<file path="config.mk">
export PLATFORM = sky130hd
export DESIGN_NAME = game_flow_controller_flat
export DESIGN_NICKNAME = d
export VERILOG_FILES = /design/src/rtl/game_flow_controller_if.sv /design/src/rtl/game_flow_controller.sv /design/src/flat_wrapper.sv
export SDC_FILE = /design/constraint.sdc
export NUM_CORES = 1
export LEC_CHECK = 0
export CORE_MARGIN = 2
export CORE_UTILIZATION = 30
export DETAILED_ROUTE_END_ITERATION = 6
export HOLD_SLACK_MARGIN = 0.05
export SLEW_MARGIN = 30
export SYNTH_ARGS = -nofsm -noshare
export SYNTH_HDL_FRONTEND = slang
export SYNTH_SLANG_ARGS = --single-unit
</file>
<file path="constraint.sdc">
create_clock -name clock -period 4.7 [get_ports clock]
set_input_delay 0.47 -clock clock [delete_from_list [all_inputs] [get_ports clock]]
set_output_delay 0.47 -clock clock [all_outputs]
set_load 0.1 [all_outputs]
</file>
<file path="src/rtl/game_flow_controller_if.sv">
// ============================================================================
// Module      : game_flow_controller_if
// Description : Input/output bundle between the breakout game flow controller
//               and the sync generator, datapath and keyboard front end.
// Revision    : 1.0 - initial release
// ============================================================================
`default_nettype none

interface game_flow_controller_if;
    logic       v_sync;
    logic       key_start;
    logic       key_pause;
    logic       ball_lost;
    logic       brick_hit;
    logic [5:0] bricks_left;
    logic [2:0] state;
    logic       move_tick;
    logic       serve_load;
    logic [1:0] lives;
    logic [15:0] score_bcd;
    logic       game_end;

    // The environment (sync generator, datapath, keys) drives the inputs.
    modport master (
        output v_sync, key_start, key_pause, ball_lost, brick_hit, bricks_left,
        input  state, move_tick, serve_load, lives, score_bcd, game_end
    );

    modport slave (
        input  v_sync, key_start, key_pause, ball_lost, brick_hit, bricks_left,
        output state, move_tick, serve_load, lives, score_bcd, game_end
    );
endinterface

`default_nettype wire

</file>
<file path="src/rtl/game_flow_controller.sv">
// ============================================================================
// Module      : game_flow_controller
// Description : Breakout game sequencer. Derives a frame tick from v_sync and
//               runs the idle/serve/play/pause/over/win flow, lives and a
//               saturating 4-digit BCD score. Optional macro EXTRA_LIFE_EN
//               awards a life each time the score rolls over a hundred.
// Revision    : 1.0 - initial release
// ============================================================================
`default_nettype none

module game_flow_controller #(
    parameter int LIVES_INIT   = 3,
    parameter int FRAME_DIV    = 2,
    parameter int SERVE_FRAMES = 60
) (
    input  wire                    clock,
    input  wire                    reset,
    game_flow_controller_if.slave  bus
);

    localparam logic [2:0] c_IDLE  = 3'd0;
    localparam logic [2:0] c_SERVE = 3'd1;
    localparam logic [2:0] c_PLAY  = 3'd2;
    localparam logic [2:0] c_PAUSE = 3'd3;
    localparam logic [2:0] c_OVER  = 3'd4;
    localparam logic [2:0] c_WIN   = 3'd5;

    localparam logic [1:0] c_LIVES_INIT = 2'(LIVES_INIT);
    localparam logic [3:0] c_DIV_LAST   = 4'(FRAME_DIV - 1);
    localparam logic [7:0] c_SERVE_LAST = 8'(SERVE_FRAMES - 1);
    localparam logic [15:0] c_SCORE_MAX = 16'h9999;

    logic [2:0]  r_state;
    logic [2:0]  w_stateNext;
    logic        r_vsyncPrev;
    logic        w_frameTick;
    logic [7:0]  r_serveCnt;
    logic [7:0]  w_serveCntNext;
    logic [3:0]  r_frameDiv;
    logic [3:0]  w_frameDivNext;
    logic [1:0]  r_lives;
    logic [1:0]  w_livesNext;
    logic [15:0] r_score;
    logic [15:0] w_scoreNext;
    logic        r_moveTick;
    logic        w_moveTickNext;
    logic        r_serveLoad;
    logic        w_serveLoadNext;
    logic        r_gameEnd;
    logic        w_gameEndNext;
    logic        w_lossValid;
    logic [1:0]  w_livesAfterLoss;
    logic [1:0]  w_livesGain;
    logic        w_award;

    // v_sync shares this clock domain, so one history flop is enough.
    assign w_frameTick = r_vsyncPrev & ~bus.v_sync;
    assign w_lossValid = (r_state == c_PLAY) && bus.ball_lost && (r_lives != 2'd0);

    function automatic logic [15:0] bcdInc(input logic [15:0] v);
        logic [15:0] res;
        logic        carry;
        res   = v;
        carry = 1'b1;
        for (int d = 0; d < 4; d++) begin
            if (carry) begin
                if (res[d*4 +: 4] == 4'd9) begin
                    res[d*4 +: 4] = 4'd0;
                end else begin
                    res[d*4 +: 4] = res[d*4 +: 4] + 4'd1;
                    carry         = 1'b0;
                end
            end
        end
        return res;
    endfunction

`ifdef EXTRA_LIFE_EN
    // A hundred boundary is crossed when the low two digits roll from 99.
    assign w_award          = (r_state == c_PLAY) && bus.brick_hit &&
                              (r_score[7:0] == 8'h99) && (r_score != c_SCORE_MAX);
    // Loss is applied before the award; r_lives >= 1 here so no overflow.
    assign w_livesAfterLoss = (r_lives - 2'd1) + {1'b0, w_award};
    assign w_livesGain      = (r_lives == 2'd3) ? 2'd3 : r_lives + 2'd1;
`else
    assign w_award          = 1'b0;
    assign w_livesAfterLoss = r_lives - 2'd1;
    assign w_livesGain      = r_lives;
`endif

    // ------------------------------------------------------------------
    // State register
    // ------------------------------------------------------------------
    always_ff @(posedge clock or negedge reset) begin
        if (!reset) begin
            r_state <= c_IDLE;
        end else begin
            r_state <= w_stateNext;
        end
    end

    // ------------------------------------------------------------------
    // Next-state logic
    // ------------------------------------------------------------------
    always_comb begin
        w_stateNext = r_state;
        case (r_state)
            c_IDLE: begin
                if (bus.key_start) w_stateNext = c_SERVE;
            end
            c_SERVE: begin
                if (w_frameTick && (r_serveCnt == c_SERVE_LAST)) w_stateNext = c_PLAY;
            end
            c_PLAY: begin
                if (w_lossValid) begin
                    w_stateNext = (w_livesAfterLoss == 2'd0) ? c_OVER : c_SERVE;
                end else if (bus.bricks_left == 6'd0) begin
                    w_stateNext = c_WIN;
                end else if (bus.key_pause) begin
                    w_stateNext = c_PAUSE;
                end
            end
            c_PAUSE: begin
                if (bus.key_pause) w_stateNext = c_PLAY;
            end
            c_OVER, c_WIN: begin
                if (bus.key_start) w_stateNext = c_IDLE;
            end
            default: w_stateNext = c_IDLE;
        endcase
    end

    // ------------------------------------------------------------------
    // Output and datapath next-value logic
    // ------------------------------------------------------------------
    always_comb begin
        w_livesNext     = r_lives;
        w_scoreNext     = r_score;
        w_serveCntNext  = r_serveCnt;
        w_frameDivNext  = r_frameDiv;
        w_moveTickNext  = 1'b0;
        w_serveLoadNext = 1'b0;
        w_gameEndNext   = (w_stateNext == c_OVER) || (w_stateNext == c_WIN);
        case (r_state)
            c_IDLE: begin
                if (bus.key_start) begin
                    w_livesNext     = c_LIVES_INIT;
                    w_scoreNext     = 16'h0000;
                    w_serveLoadNext = 1'b1;
                    w_serveCntNext  = 8'd0;
                end
            end
            c_SERVE: begin
                if (w_frameTick) begin
                    if (r_serveCnt == c_SERVE_LAST) begin
                        w_frameDivNext = 4'd0;
                    end else begin
                        w_serveCntNext = r_serveCnt + 8'd1;
                    end
                end
            end
            c_PLAY: begin
                if (bus.brick_hit && (r_score != c_SCORE_MAX)) begin
                    w_scoreNext = bcdInc(r_score);
                end
                if (w_frameTick) begin
                    if (r_frameDiv == c_DIV_LAST) begin
                        w_frameDivNext = 4'd0;
                        // A tick whose frame also leaves PLAY is dropped.
                        w_moveTickNext = (w_stateNext == c_PLAY);
                    end else begin
                        w_frameDivNext = r_frameDiv + 4'd1;
                    end
                end
                if (w_lossValid) begin
                    w_livesNext = w_livesAfterLoss;
                    if (w_stateNext == c_SERVE) begin
                        w_serveLoadNext = 1'b1;
                        w_serveCntNext  = 8'd0;
                    end
                end else if (w_award) begin
                    w_livesNext = w_livesGain;
                end
            end
            default: ;
        endcase
    end

    always_ff @(posedge clock or negedge reset) begin
        if (!reset) begin
            r_vsyncPrev <= 1'b1;
            r_serveCnt  <= 8'd0;
            r_frameDiv  <= 4'd0;
            r_lives     <= 2'd0;
            r_score     <= 16'h0000;
            r_moveTick  <= 1'b0;
            r_serveLoad <= 1'b0;
            r_gameEnd   <= 1'b0;
        end else begin
            r_vsyncPrev <= bus.v_sync;
            r_serveCnt  <= w_serveCntNext;
            r_frameDiv  <= w_frameDivNext;
            r_lives     <= w_livesNext;
            r_score     <= w_scoreNext;
            r_moveTick  <= w_moveTickNext;
            r_serveLoad <= w_serveLoadNext;
            r_gameEnd   <= w_gameEndNext;
        end
    end

    assign bus.state      = r_state;
    assign bus.move_tick  = r_moveTick;
    assign bus.serve_load = r_serveLoad;
    assign bus.lives      = r_lives;
    assign bus.score_bcd  = r_score;
    assign bus.game_end   = r_gameEnd;

endmodule

`default_nettype wire

</file>
<file path="src/flat_wrapper.sv">
// flat-port wrapper written by rule: the top's interface ports become plain ports
module game_flow_controller_flat 
#(
    parameter int LIVES_INIT   = 3,
    parameter int FRAME_DIV    = 2,
    parameter int SERVE_FRAMES = 60
)
  (clock, reset, bus_v_sync, bus_key_start, bus_key_pause, bus_ball_lost, bus_brick_hit, bus_bricks_left, bus_state, bus_move_tick, bus_serve_load, bus_lives, bus_score_bcd, bus_game_end);
  game_flow_controller_if bus_i ();
  input  wire clock;
  input  wire reset;
  input wire logic [$bits(bus_i.v_sync)-1:0] bus_v_sync;
  input wire logic [$bits(bus_i.key_start)-1:0] bus_key_start;
  input wire logic [$bits(bus_i.key_pause)-1:0] bus_key_pause;
  input wire logic [$bits(bus_i.ball_lost)-1:0] bus_ball_lost;
  input wire logic [$bits(bus_i.brick_hit)-1:0] bus_brick_hit;
  input wire logic [$bits(bus_i.bricks_left)-1:0] bus_bricks_left;
  output wire logic [$bits(bus_i.state)-1:0] bus_state;
  output wire logic [$bits(bus_i.move_tick)-1:0] bus_move_tick;
  output wire logic [$bits(bus_i.serve_load)-1:0] bus_serve_load;
  output wire logic [$bits(bus_i.lives)-1:0] bus_lives;
  output wire logic [$bits(bus_i.score_bcd)-1:0] bus_score_bcd;
  output wire logic [$bits(bus_i.game_end)-1:0] bus_game_end;
  assign bus_i.v_sync = bus_v_sync;
  assign bus_i.key_start = bus_key_start;
  assign bus_i.key_pause = bus_key_pause;
  assign bus_i.ball_lost = bus_ball_lost;
  assign bus_i.brick_hit = bus_brick_hit;
  assign bus_i.bricks_left = bus_bricks_left;
  assign bus_state = bus_i.state;
  assign bus_move_tick = bus_i.move_tick;
  assign bus_serve_load = bus_i.serve_load;
  assign bus_lives = bus_i.lives;
  assign bus_score_bcd = bus_i.score_bcd;
  assign bus_game_end = bus_i.game_end;
  game_flow_controller #(.LIVES_INIT(LIVES_INIT), .FRAME_DIV(FRAME_DIV), .SERVE_FRAMES(SERVE_FRAMES)) u_core (.clock(clock), .reset(reset), .bus(bus_i));
endmodule
</file>
# Yosys cells after proc, flatten, opt, wreduce, memory -nomap -nowiden

Cells that the tools add are included.

Flip-flop bits (word level): 37
Bits of input ports: 13
Output and inout port bits: 24
Logic and storage cells: 119

Add/sub/neg operators: 7
Eq/ne operators: 27
Muxes and demuxes: 51
Bitwise gates (word level): 2
Reduce and logical (&&, ||, !) cells: 20

Operator list:

| operator                                                                 | number |
|---|---|
| 4-bit two-way mux                                                        | 11 |
| 8-bit two-way mux                                                        | 5 |
| 16-bit two-way mux                                                       | 2 |
| 16-bit case mux with 2 select lines                                      | 1 |
| 3-bit two-way mux                                                        | 8 |
| 8-bit case mux with 3 select lines                                       | 1 |
| 4-bit by 1-bit adder with 4-bit output (second input constant)           | 5 |
| 1-bit two-way mux                                                        | 17 |
| 4-bit equality test (second input constant)                              | 4 |
| 16-bit inequality test (second input constant)                           | 1 |
| 4-bit AND reduction                                                      | 4 |
| 3-bit case mux with 5 select lines                                       | 1 |
| 2-bit inequality test (second input constant)                            | 7 |
| 3-bit equality test (second input constant)                              | 4 |
| 3-bit by 2-bit equality test with 1-bit output (second input constant)   | 3 |
| 8-bit by 1-bit adder with 8-bit output (second input constant)           | 1 |
| 8-bit by 6-bit equality test with 1-bit output (second input constant)   | 1 |
| 2-bit by 1-bit inequality test with 1-bit output (second input constant) | 4 |
| 4-bit case mux with 2 select lines                                       | 1 |
| 3-bit by 1-bit equality test with 1-bit output (second input constant)   | 2 |
| 6-bit zero test                                                          | 1 |
| 3-bit AND reduction                                                      | 2 |
| 6-bit AND reduction                                                      | 1 |
| 2-bit nonzero test                                                       | 3 |
| other kinds (13)                                                         | 17 |

# Longest topological paths before layout

Gate-level depths: netlist (run 1).

Depth after elaboration: 13
Mapped depth: 8
Gate-level depth less buffers: 7

# Least setup slack after synthesis (run 1)

OpenSTA, ideal clock, no wires.

Path kind: register to register
Start: reg u_core.r_lives[0], in the netlist u_core.bus.lives[0]
End: reg u_core.r_serveCnt[4]
Setup time: 69 ps
Arrival: 2,748 ps
Data required time: 4,631 ps
Slack: 1,883 ps
Cell stages (with the launch flop): 8
Buffers on the path: 0
Period minus slack after synthesis: 2,817 ps
Cells stage by stage: dfrtp_1 > inv_1 > ha_1 > or4b_1 > a211oi_2 > o21ai_2 > or4_1 > nand3_1

Cells in the longest elaborated chain, start to end: 8

Ends and longest elaborated chain:

| item                                           | line                        | source |
|---|---|---|
| from (decl)                                    | game_flow_controller.sv:41  | `logic [1:0] r_lives;` |
| from (signal assigned)                         | game_flow_controller.sv:203 | `r_lives <= w_livesNext;` |
| 2-bit by 1-bit subtractor with 2-bit output    | game_flow_controller.sv:87  | `assign w_livesAfterLoss = r_lives - 2'd1;` |
| 2-bit zero test                                | game_flow_controller.sv:116 | `w_stateNext = (w_livesAfterLoss == 2'd0) ? c_OVER : c_SERVE;` |
| 3-bit two-way mux                              | game_flow_controller.sv:116 |  |
| 3-bit two-way mux                              | game_flow_controller.sv:115 | `if (w_lossValid) begin` |
| 3-bit case mux with 5 select lines             | game_flow_controller.sv:107 | `case (r_state)` |
| 3-bit by 1-bit equality test with 1-bit output | game_flow_controller.sv:177 | `if (w_stateNext == c_SERVE) begin` |
| 2-bit inequality test (no line)                | --                          |  |
| 6-bit AND reduction (no line) *                | --                          |  |
| to (signal assigned)                           | game_flow_controller.sv:201 | `r_serveCnt <= w_serveCntNext;` |
| to (decl)                                      | game_flow_controller.sv:37  | `logic [7:0] r_serveCnt;` |

Every way passes the cells marked *; elsewhere a longest branch is shown, timed or not.
A chain may end at the register's enable or synchronous reset.

# Worst setup path in the final report (run 1)

Start: reg u_core.r_state[2], in the netlist u_core.bus.state[2]
End: out bus_state[2]

RTL lines:

| item                   | line                       | source |
|---|---|---|
| from (decl)            | game_flow_controller.sv:33 | `logic [2:0] r_state;` |
| from (signal assigned) | game_flow_controller.sv:96 | `r_state <= c_IDLE;` |
| from (signal assigned) | game_flow_controller.sv:98 | `r_state <= w_stateNext;` |
| to (decl)              | flat_wrapper.sv:18         | `output wire logic [$bits(bus_i.state)-1:0] bus_state;` |

No word-level cell between the ends.

==> results.env, run 1 <==
RUN_STATUS='complete, no violations'
FINALSETUPVIOLATIONS=0
MAXIMUM_NUMBER_OF_PINS_ON_ONE_NET_BEFORE_GLOBAL_ROUTE_REPAIR=38
WORST-SLEW-PIN-TRANSITION_NS=0.9966
CRIT_BUF_INV=1
ROUTE.ANTENNA.REMAINING_NETS=0
DRTITER0DRC=70
FINALCLOCKSKEW_NS=0.005639
SYNTHCELLS=222
DESIGN_POWER_TOTAL_mW=1.697
HOLD_PATH.CLASS='in -> async'
FIN_NETS=284
NFILLCELLS=727
FINALHOLDWORSTSLACK_NS=0.1459
DRV_CAP=0
FF_LATCH_AREA_SQ_UM=927.1
SYNTH.TOP_CELL.AREA_SHARE_PCT=42.38
SYNTH.TOP_CELLS.BY_AREA='dfrtp_1 42%, ha_1 7.7%, o21ai_0 4.7%'
TOTAL_NUMBER_OF_H_TREE_LEVELS=2
YOSYSWARNINGCOUNT=0
TRITONCTS_NUM_SINKS=37
MAXCLOCKFREQUENCY_MHz=374.0
SYNTHDISTINCTLIBCELLS=42
CLOCK_TREE.ROOT_CELL='clkbuf_8'
GRT.OVERFLOW.TOTAL=0
SYNTH-SEQ-AREA-SHARE_PCT=43.61
HOLDBUFCOUNTCTS=0
SWITCHING_FRACTION_OF_TOTAL_POWER_PCT=54.67
POWER_FRAC_SEQ_PCT=30.8
CP_SLOWEST_STAGE_DELAY_NS=1.24
ARR_TIME_CRIT_PATH_NS=2.20
SYNTH-EDFF-COUNT=0
SYNTH_MOST_COMMON_CELL='dfrtp_1'
POSTSYNTH.ASYNCRESETSHARE_PCT=100.0
DETAILEDPLACEMENTHPWL_UM=3376
POSTCTSSETUPREPAIRBUFS=0
CLOCK_INSERTION_DELAY_WORST_SKEW_NS=0.29
POSTSYNTHAREAPERCELL_SQ_UM=9.576
YOSYS_REGISTER_BITS=37
TRITONCTS='built'
TIMING_WORST_SETUP_PATH_TYPE='reg -> out'
YS_DOMINANT_REG_CELL='dfrtp_1'
CLOCKBUFFERDEPTH=2
SLEW_VIOL_FINAL=0
IRDROPWORSTVDD_mV=0.2549
ROW_COUNT=30
VERTICAL_EXTENT_OF_THE_DIE_UM=88.18
CTS_INSERTED_BUFFERS=5
MULTI_INPUT_COMB_AREA_SQ_UM=1122
COMB_POWER_SHARE_PCT=54.7
RELSLEWSLACK_PCT=33.35
WORSTPATHCELLLIST='clkdlybuf4s50_1'
ROUTE.VIAS.TOTAL=1795
P_LEAK_nW=1.079
REQUIRED_NS=4.23
GRTUSAGETOTAL_PCT=13.27
LAYOUT-AREA-OVERHEAD-VS-SYNTH_PCT=25.43
PERIOD_SHARE_PCT=56.89
DRT_PRE_ANTENNA_ITERS=4
GRT_SETUP_UNREPAIRED='false'
TIMING.CRITICAL_PATH.FANOUT_MAX=13
ANTENNADIODECOUNT=0
SYNTH_FP_NETS=248
VIA_COUNT_OF_THE_FIRST_GLOBAL_ROUTING_PASS=1681
INITIAL_CORE_UTILIZATION_PCT=31.12
POWER_REPORT.INTERNAL_TOTAL_mW=0.7693
ENDPOINT_KIND='primary output'
CP_STARTPOINT_KIND='flop'
NETSWITCHINGPOWER_mW=0.9278
AREA_OF_THE_MAPPED_NETLIST_SQ_UM=2126
BOUNDARYPINS=37
POST_DRT_VIA_CELL_RATIO=5.056
FIN_CRIT_NS=2.674
GPL.FINAL_WEIGHTED_CONGESTION=0.7822
BUFFER_PORTS.INSERTED=36
GRT_FIRST_PASS_WIRELENGTH_UM=8059
CLKSLEWWORSTSETUPHOLDPATHS_NS=0.07
GRT_ANTENNA_BEFORE_REPAIR=0
DRC=0
FP.DIEAREA_SQ_UM=7776
TNS_NS=0
CORE_AREA_SQ_UM=6832
POST_CTS.RESIZED_INSTANCES=0
CRITPATHTOPFAMILY='buffers and inverters'
POWER_PER_CELL_AREA_nW_PER_UM2=636.5
CPMAXSTAGEDELAYCELL='clkdlybuf4s50_1'
LAYOUT-DRIVE-GT1-SHARE_PCT=6.950
SYNTH_COMMON_CELLS='36 x dfrtp_1, 20 x o21ai_0, 17 x nand2_1'
HOLD_VIOL_FINAL=0
POWER.CLOCK.FRACTION_PCT=14.5
FLOORPLAN.DIE.WIDTH_UM=88.18
ROUTED_WL_UM=4631
YOSYS.AREA.TOP_TYPE='dfrtp_1'
WIRE_PER_INST_UM=13.05
## final timing paths
path | end | from | slack (ns) | cells after the start
max reg2reg | u_core.bus.score_bcd[11] | u_core.bus.state[1] | 2.21 | 5
max in group asynchronous | u_core.r_vsyncPrev | reset | 4.20 | 1
max | bus_state[2] | u_core.bus.state[2] | 2.03 | 1
min reg2reg | u_core.r_serveCnt[7] | u_core.r_serveCnt[7] | 0.48 | 1
min | u_core.r_frameDiv[2] | reset | 0.15 | 1
min in group clock | u_core.r_serveCnt[7] | u_core.r_serveCnt[7] | 0.48 | 1
## metrics by stage
stage	cells	area [sq um]	setup WS (ns)	util, %
final	355	2666	2.026	39.03
after global routing	355	2666	1.959	39.03
after CTS	355	2664	2.020	38.99
after detailed placement	347	2562	2.209	37.51
after global placement	347	2562	2.228	37.51
after floorplan	222	2126	1.883	-
## power groups by stage
| stage | clock [mW] | sequential [mW] | combinational [mW] |
|---|---|---|---|
| after floorplan | 0 | 0.935 | 0.304 |
| after global placement | 0 | 0.527 | 0.927 |
| after detailed placement | 0 | 0.529 | 0.933 |
| after CTS | 0.255 | 0.524 | 0.936 |
| after global routing | 0.270 | 0.545 | 0.992 |
| final | 0.246 | 0.523 | 0.929 |
## placed cells by master (no fill, tap or decap), drive strengths merged, types with 3 or more instances in the layout
cell type	n
dfrtp	36
clkdlybuf4s50	35
o21ai	32
nand2	17
nand3	15
ha	13
inv	10
nor2	9
o31ai	9
nor3	7
or3	7
clkbuf	7
nand2b	6
a21oi	6
or4	5
or4b	4
nand3b	4
nand4	4
a31oi	4
nor2b	3
nor3b	3
## registers in the layout, indices dropped and copies added, names as in the netlist
name,count
u_core.r_serveCnt,8
u_core.r_frameDiv,4
u_core.r_vsyncPrev,1
u_core.bus.lives,2
u_core.bus.game_end,1
u_core.bus.score_bcd,16
u_core.bus.state,3
u_core.bus.move_tick,1
u_core.bus.serve_load,1
## final cells by class
| class | count | share of cell area, % |
|---|---|---|
| flip-flops and latches | 37 | 34.77 |
| well taps | 96 | 4.505 |
| clock inverters | 1 | 0.1877 |
| multi-input cells | 168 | 42.09 |
| clock buffers | 7 | 3.613 |
| inverters | 10 | 1.408 |
| repair buffers | 36 | 13.42 |
## logic make-up after synthesis
kind of cell	after synthesis	share of synthesized area (%)
adder cells (fa/ha/maj)	13	7.652
buffers and inverters	17	3.590
AO/OA/AOI/OAI	62	18.48
multiplexers	2	0.9418
flip-flops	37	43.61
AND/OR/NAND/NOR	91	25.72
## routing by layer
layer	part of all wire [%]	up-vias	track usage, %	wire length [um]
met2	43	42	19.48	1977
met4	1.5	0	3.719	71
li1	-	898	-	-
met5	0	-	0	0
met1	51	849	18.86	2342
met3	5.2	6	4.147	240
No activity file was read; power rests on OpenSTA's default activity.
==> run 2, diff against run 1 <==
==> constraint.sdc (replaced) <==
create_clock -name clock -period 2.3 [get_ports clock]
set_input_delay 0.23 -clock clock [delete_from_list [all_inputs] [get_ports clock]]
set_output_delay 0.23 -clock clock [all_outputs]
set_load 0.1 [all_outputs]
==> run 2 against run 1 <==
First-iteration DRC count rose by 8.6%; worst setup slack got worse by 1.9 ns; sequential cell count did not move; critical endpoint is now u_core.r_serveCnt[4]; global-route usage is 0.20 points lower.
==> results.env, run 2 (synthesis gave the netlist of run 1 again) <==
ROUTED_WL_UM=4652  # was 4631 um
GRTUSAGETOTAL_PCT=13.07  # was 13.27%
FINALSETUPVIOLATIONS=0  # unchanged
INITIAL_CORE_UTILIZATION_PCT=31.12  # unchanged
SWITCHING_FRACTION_OF_TOTAL_POWER_PCT=54.49  # was 54.67%
COMB_POWER_SHARE_PCT=56.0  # was 54.7%
ENDPOINT_KIND='flop'  # was primary output
P_LEAK_nW=1.119  # was 1.079 nW
ROUTE.ANTENNA.REMAINING_NETS=0  # unchanged
DRV_CAP=0  # unchanged
ANTENNADIODECOUNT=0  # unchanged
ROUTE.VIAS.TOTAL=1803  # was 1795
TRITONCTS='built'  # unchanged
WIRE_PER_INST_UM=12.82  # was 13.05 um
TIMING_WORST_SETUP_PATH_TYPE='reg -> reg'  # was reg -> out
IRDROPWORSTVDD_mV=0.6906  # was 0.2549 mV
TOTAL_NUMBER_OF_H_TREE_LEVELS=2  # unchanged
MAXCLOCKFREQUENCY_MHz=454.3
SLEW_VIOL_FINAL=0  # unchanged
DETAILEDPLACEMENTHPWL_UM=3379  # was 3376 um
FIN_CRIT_NS=2.201
LAYOUT-AREA-OVERHEAD-VS-SYNTH_PCT=26.78  # was 25.43%
BOUNDARYPINS=37  # unchanged
CTS_INSERTED_BUFFERS=5  # unchanged
CLKSLEWWORSTSETUPHOLDPATHS_NS=0.07  # about the same
FINAL_COMMON_CELL='buf_4'  # was dfrtp_1
CP_STARTPOINT_KIND='flop'  # unchanged
PERIOD_SHARE_PCT=95.70
LAYOUT_COMMON_CELLS='31 x buf_4, 20 x o21ai_0, 17 x nand2_1, 16 x dfrtp_1, 15 x nand3_1'  # was 36 x dfrtp_1, 35 x clkdlybuf4s50_1, 20 x o21ai_0, 17 x nand2_1, 15 x nand3_1
REQUIRED_NS=2.53  # was 4.23 ns
POWER_REPORT.INTERNAL_TOTAL_mW=1.586  # was 0.7693 mW
POWER.CLOCK.FRACTION_PCT=12.7  # was 14.5%
MAXIMUM_NUMBER_OF_PINS_ON_ONE_NET_BEFORE_GLOBAL_ROUTE_REPAIR=38  # unchanged
TRITONCTS_NUM_SINKS=37  # unchanged
CLOCK_TREE.ROOT_CELL='clkbuf_8'  # unchanged
NETSWITCHINGPOWER_mW=1.899  # was 0.9278 mW
DESIGN_POWER_TOTAL_mW=3.485  # was 1.697 mW
CORE_AREA_SQ_UM=6832  # unchanged
GRT_FIRST_PASS_WIRELENGTH_UM=8066  # was 8059 um
RELSLEWSLACK_PCT=43.74  # was 33.35%
LAYOUT-DRIVE-GT1-SHARE_PCT=25.09  # was 6.950%
GRT_SETUP_UNREPAIRED='false'  # unchanged
DRTITER0DRC=76  # was 70
POWER_PER_CELL_AREA_nW_PER_UM2=1293  # was 636.5 nW/um^2
FIN_NETS=292  # was 284
CLOCKBUFFERDEPTH=2  # unchanged
POWER_FRAC_SEQ_PCT=31.3  # was 30.8%
PLACE_WORST_SETUP_SLACK_NS=0.06614  # was 2.209 ns
BUFFER_PORTS.INSERTED=36  # unchanged
WORST-SLEW-PIN-TRANSITION_NS=0.8439  # was 0.9966 ns
HOLD_VIOL_FINAL=0  # unchanged
RUN_STATUS='complete, no violations'  # unchanged
POST_DRT_VIA_CELL_RATIO=4.967  # was 5.056
GRT_ANTENNA_BEFORE_REPAIR=0  # unchanged
HOLD_PATH.CLASS='in -> async'  # unchanged
TIMING.CRITICAL_PATH.FANOUT_MAX=5  # was 13
FLOORPLAN.DIE.WIDTH_UM=88.18  # unchanged
DRC=0  # unchanged
VERTICAL_EXTENT_OF_THE_DIE_UM=88.18  # unchanged
CLOCK_INSERTION_DELAY_WORST_SKEW_NS=0.29  # about the same
ARR_TIME_CRIT_PATH_NS=2.43  # was 2.20 ns
FINALCLOCKSKEW_NS=0.006655  # was 0.005639 ns
POSTCTSSETUPREPAIRBUFS=0  # unchanged
POST_CTS.RESIZED_INSTANCES=0  # unchanged
DRT_PRE_ANTENNA_ITERS=4  # unchanged
LARGEST_REGISTER_FFS=16  # unchanged
HOLDBUFCOUNTCTS=0  # unchanged
LAYOUT_SETUP_WS_NS=0.09879  # was 2.026 ns
GRT.OVERFLOW.TOTAL=0  # unchanged
FP.DIEAREA_SQ_UM=7776  # unchanged
VIA_COUNT_OF_THE_FIRST_GLOBAL_ROUTING_PASS=1659  # was 1681
GPL.FINAL_WEIGHTED_CONGESTION=0.7715  # was 0.7822
ROW_COUNT=30  # unchanged
## run 2: worst max-delay path: stages (launching register included)
cell and delay (ns):
dfrtp_4 0.50, ha_1 0.24, or4b_1 0.49, a211oi_2 0.27, o21ai_2 0.09, or4_1 0.46, nand3_1 0.09
## run 2: power by group through the flow
stage	sequential, mW	combinational [mW]	clock (mW)
after global placement	1.10	1.96	0
final	1.09	1.95	0.442
after floorplan	1.96	0.618	0
after detailed placement	1.10	1.96	0
after global routing	1.13	2.11	0.491
after CTS	1.09	1.97	0.456
## run 2: cell type report
type | count | area, sq um
Clock buffer | 8 | 80.08
Inverter | 10 | 37.54
Tap cell | 96 | 120.1
Fill cell | 694 | 4136
Sequential cell | 37 | 967.2
Multi-Input combinational cell | 168 | 1122
Timing Repair Buffer | 44 | 367.9
## run 2: path summary, 6_finish.rpt
check	to	slack, ns	start	cells after the start
worst max-delay path	u_core.r_serveCnt[4]	0.1	u_core.bus.lives[0]	6
worst min-delay path	u_core.r_serveCnt[5]	0.04	reset	1
worst max register to register	u_core.r_serveCnt[4]	0.1	u_core.bus.lives[0]	6
worst min register to register	u_core.r_frameDiv[3]	0.48	u_core.r_frameDiv[3]	1
max in group asynchronous	u_core.bus.score_bcd[0]	1.64	reset	1
min in group clock	u_core.r_vsyncPrev	0.43	bus_v_sync	1
## run 2: metrics by stage
| stage | area (sq um) | instances | setup TNS [ns] | utilization [%] | hold WS [ns] |
|---|---|---|---|---|---|
| floorplan | 2166 | 222 | -0.1264 | - | -0.06559 |
| global placement | 2608 | 354 | 0 | 38.17 | 0.3891 |
| detailed placement | 2608 | 354 | 0 | 38.17 | 0.3937 |
| CTS | 2688 | 362 | 0 | 39.34 | 0.08108 |
| global route | 2695 | 363 | 0 | 39.45 | 0.1099 |
| finish | 2695 | 363 | 0 | 39.45 | 0.04500 |
## run 2: per-layer routing
| metal | GRT usage (%) | wire length, um |
|---|---|---|
| met5 | 0 | 0 |
| met3 | 2.733 | 191 |
| met1 | 18.65 | 2277 |
| met2 | 19.82 | 2154 |
| met4 | 4.132 | 29 |
==> run 3, diff against run 2 <==
--- a/config.mk
+++ b/config.mk
@@ -5,10 +5,12 @@
 export SDC_FILE = /design/constraint.sdc
 export NUM_CORES = 1
 export LEC_CHECK = 0
+export CORE_ASPECT_RATIO = 2
 export CORE_MARGIN = 2
 export CORE_UTILIZATION = 30
 export DETAILED_ROUTE_END_ITERATION = 6
 export HOLD_SLACK_MARGIN = 0.05
+export REMOVE_ABC_BUFFERS = 1
 export SLEW_MARGIN = 30
 export SYNTH_ARGS = -nofsm -noshare
 export SYNTH_HDL_FRONTEND = slang
==> run 3 against run 2 <==
Wire length is 13% higher; via count is 1.9% higher; fmax grew 0.29%; highest routed layer unchanged; register-to-register slack barely moved.
==> results.env, run 3 (synthesis gave the netlist of run 1 again) <==
PLACE_WORST_SETUP_SLACK_NS=0.1085  # was 0.06614 ns
CP_SLOWEST_STAGE_DELAY_NS=0.52  # was 0.50 ns
CTS_INSERTED_BUFFERS=5  # unchanged
P_LEAK_nW=1.234  # was 1.119 nW
ARR_TIME_CRIT_PATH_NS=2.42  # was 2.43 ns
TIMING.CRITICAL_PATH.FANOUT_MAX=5  # unchanged
CPMAXSTAGEDELAYCELL='or4b_1'  # was dfrtp_4
ROUTE.ANTENNA.REMAINING_NETS=0  # unchanged
CRITPATHTOPFAMILY='simple AND/OR/NAND/NOR gates'  # unchanged
GRTUSAGETOTAL_PCT=14.72  # was 13.07%
NFILLCELLS=747  # was 694
GRT.OVERFLOW.TOTAL=0  # unchanged
IRDROPWORSTVDD_mV=0.5908  # was 0.6906 mV
TRITONCTS_NUM_SINKS=37  # unchanged
DPL_CELL_AREA_SQ_UM=2613  # was 2608 sq um
ANTENNADIODECOUNT=0  # unchanged
VERTICAL_EXTENT_OF_THE_DIE_UM=123.0  # was 88.18 um
DRTITER0DRC=37  # was 76
TIMING_WORST_SETUP_PATH_TYPE='reg -> reg'  # unchanged
TOTAL_NUMBER_OF_H_TREE_LEVELS=2  # unchanged
ROUTED_WL_UM=5263  # was 4652 um
CLOCKBUFFERDEPTH=2  # unchanged
LARGEST_REGISTER_FFS=16  # unchanged
WIRE_PER_INST_UM=14.42  # was 12.82 um
GRT_ANTENNA_BEFORE_REPAIR=0  # unchanged
CRIT_BUF_INV=1  # was 0
CLOCK_TREE.ROOT_CELL='clkbuf_16'  # was clkbuf_8
GRT_FIRST_PASS_WIRELENGTH_UM=8838  # was 8066 um
TRITONCTS='built'  # unchanged
BUFFER_PORTS.INSERTED=36  # unchanged
POST_DRT_VIA_CELL_RATIO=5.033  # was 4.967
FINAL_UTIL_PCT=40.73  # was 39.45%
FINAL_DESIGN_AREA_NO_FILL_SQ_UM=2805  # was 2695 sq um
GRT_SETUP_UNREPAIRED='false'  # unchanged
LAYOUT-AREA-OVERHEAD-VS-SYNTH_PCT=31.96  # was 26.78%
DETAILEDPLACEMENTHPWL_UM=3931  # was 3379 um
LAYOUT_COMMON_CELLS='39 x buf_4, 36 x dfrtp_1, 18 x o21ai_0, 17 x nand2_1, 15 x nand3_1'  # was 31 x buf_4, 20 x o21ai_0, 17 x nand2_1, 16 x dfrtp_1, 15 x nand3_1
PERIOD_SHARE_PCT=95.43  # was 95.70%
SLEW_VIOL_FINAL=0  # unchanged
RELSLEWSLACK_PCT=66.02  # was 43.74%
HOLD_VIOL_FINAL=0  # unchanged
CLOCK_INSERTION_DELAY_WORST_SKEW_NS=0.29  # about the same
FINAL_COMMON_CELL='buf_4'  # unchanged
POWER_PER_CELL_AREA_nW_PER_UM2=1394  # was 1293 nW/um^2
CLKSLEWWORSTSETUPHOLDPATHS_NS=0.06  # was 0.07 ns
RUN_STATUS='complete, no violations'  # unchanged
ENDPOINT_KIND='flop'  # unchanged
FLOORPLAN.DIE.WIDTH_UM=63.52  # was 88.18 um
MAXIMUM_NUMBER_OF_PINS_ON_ONE_NET_BEFORE_GLOBAL_ROUTE_REPAIR=38  # unchanged
REQUIRED_NS=2.53  # about the same
DRV_CAP=0  # unchanged
LAYOUT-DRIVE-GT1-SHARE_PCT=20.36  # was 25.09%
MAXCLOCKFREQUENCY_MHz=455.6  # was 454.3 MHz
ROW_COUNT=43  # was 30
FP.DIEAREA_SQ_UM=7816  # was 7776 sq um
BOUNDARYPINS=37  # unchanged
TNS_NS=0  # unchanged
FINALCLOCKSKEW_NS=0.005791  # was 0.006655 ns
VIA_COUNT_OF_THE_FIRST_GLOBAL_ROUTING_PASS=1827  # was 1659
HOLD_PATH.CLASS='in -> reg'  # was in -> async
CP_STARTPOINT_KIND='flop'  # unchanged
WORSTPATHCELLLIST='inv_1 -> ha_1 -> or4b_1 -> a211oi_2 -> o21ai_2 -> or4_1 -> nand3_1'  # was ha_1 -> or4b_1 -> a211oi_2 -> o21ai_2 -> or4_1 -> nand3_1
INITIAL_CORE_UTILIZATION_PCT=30.87  # was 31.12%
FINALSETUPVIOLATIONS=0  # unchanged
ROUTE.VIAS.TOTAL=1837  # was 1803
LAYOUT_SETUP_WS_NS=0.1051  # was 0.09879 ns
CORE_AREA_SQ_UM=6887  # was 6832 sq um
GPL.FINAL_WEIGHTED_CONGESTION=0.8064  # was 0.7715
DRC=0  # unchanged
FIN_NETS=300  # was 292
DRT_PRE_ANTENNA_ITERS=4  # unchanged
FIN_CRIT_NS=2.195  # was 2.201 ns
WORST-SLEW-PIN-TRANSITION_NS=0.5096  # was 0.8439 ns
==> run 3: cell count changes in the layout (fill, tap and decap cells not counted), moves of 2 or more <==
cell	previous run	this run
clkbuf_1	3	1
clkbuf_8	5	1
o21ai_1	11	13
dfrtp_1	16	36
o21ai_0	20	18
clkbuf_16	0	5
buf_4	31	39
dfrtp_4	6	0
dfrtp_2	14	0
==> run 3: per-stage QoR <==
step / total power, mW / instances / hold WS, ns
after CTS: 3.951 / 363 / 0.09649
after global routing: 4.145 / 365 / 0.4018
after global placement: 3.097 / 355 / 0.4043
after floorplan: 2.493 / 215 / -0.06559
final: 3.912 / 365 / 0.4086
after detailed placement: 3.121 / 355 / 0.4066
==> run 3: worst paths after layout <==
check | start | to | slack, ns | cells past startpoint
worst min-delay path | bus_v_sync | u_core.r_vsyncPrev | 0.41 | 1
worst min register to register | u_core.r_serveCnt[7] | u_core.r_serveCnt[7] | 0.49 | 1
max in group asynchronous | reset | u_core.r_vsyncPrev | 1.47 | 2
worst max-delay path | u_core.bus.lives[0] | u_core.r_serveCnt[4] | 0.11 | 7
min in group asynchronous | reset | u_core.bus.score_bcd[5] | 0.44 | 2
worst max register to register | u_core.bus.lives[0] | u_core.r_serveCnt[4] | 0.11 | 7
==> run 3: report_power, final <==
part / internal, mW / switching, mW / leakage [nW] / total (mW)
logic: 0.575 / 1.49 / 0.657 / 2.07
registers: 0.817 / 0.213 / 0.493 / 1.03
clock network: 0.542 / 0.271 / 0.0841 / 0.812
total: 1.93 / 1.98 / 1.23 / 3.91
==> run 3: timing repair <==
| item | in CTS | in global routing |
|---|---|---|
| setup endpoints to repair | 0 | 2 |
| hold buffers | 0 | 1 |
| buffers inserted | 0 | 1 |
| endpoints found under the hold margin | 0 | 36 |
| gates resized for setup | 0 | 2 |
==> run 3: per-layer routing <==
metal  part of all wire, %  up-vias  global-route usage [%]
li1                      -      923                       -
met1                    38      880                   15.48
met2                    57       27                   27.24
met3                   2.9        7                   3.003
met4                   2.5        0                   7.473
met5                     0        -                       0
==> run 3: worst reg2reg max path: cells and delay by family (launching register included) <==
family          cells  cell delay, ns
buf+inv             1            0.06
compound gates      2            0.37
fa+ha+maj           1            0.20
simple gates        3            1.08
flops               1            0.41
==> run 3: cell type report <==
cell class	count	area, sq um	area share (%)
multi-input cells	168	1122	40.01
flip-flops and latches	37	927.1	33.05
repair buffers	52	432.9	15.43
clock buffers	7	142.6	5.085
well taps	90	112.6	4.014
inverters	10	37.54	1.338
clock inverters	1	30.03	1.070
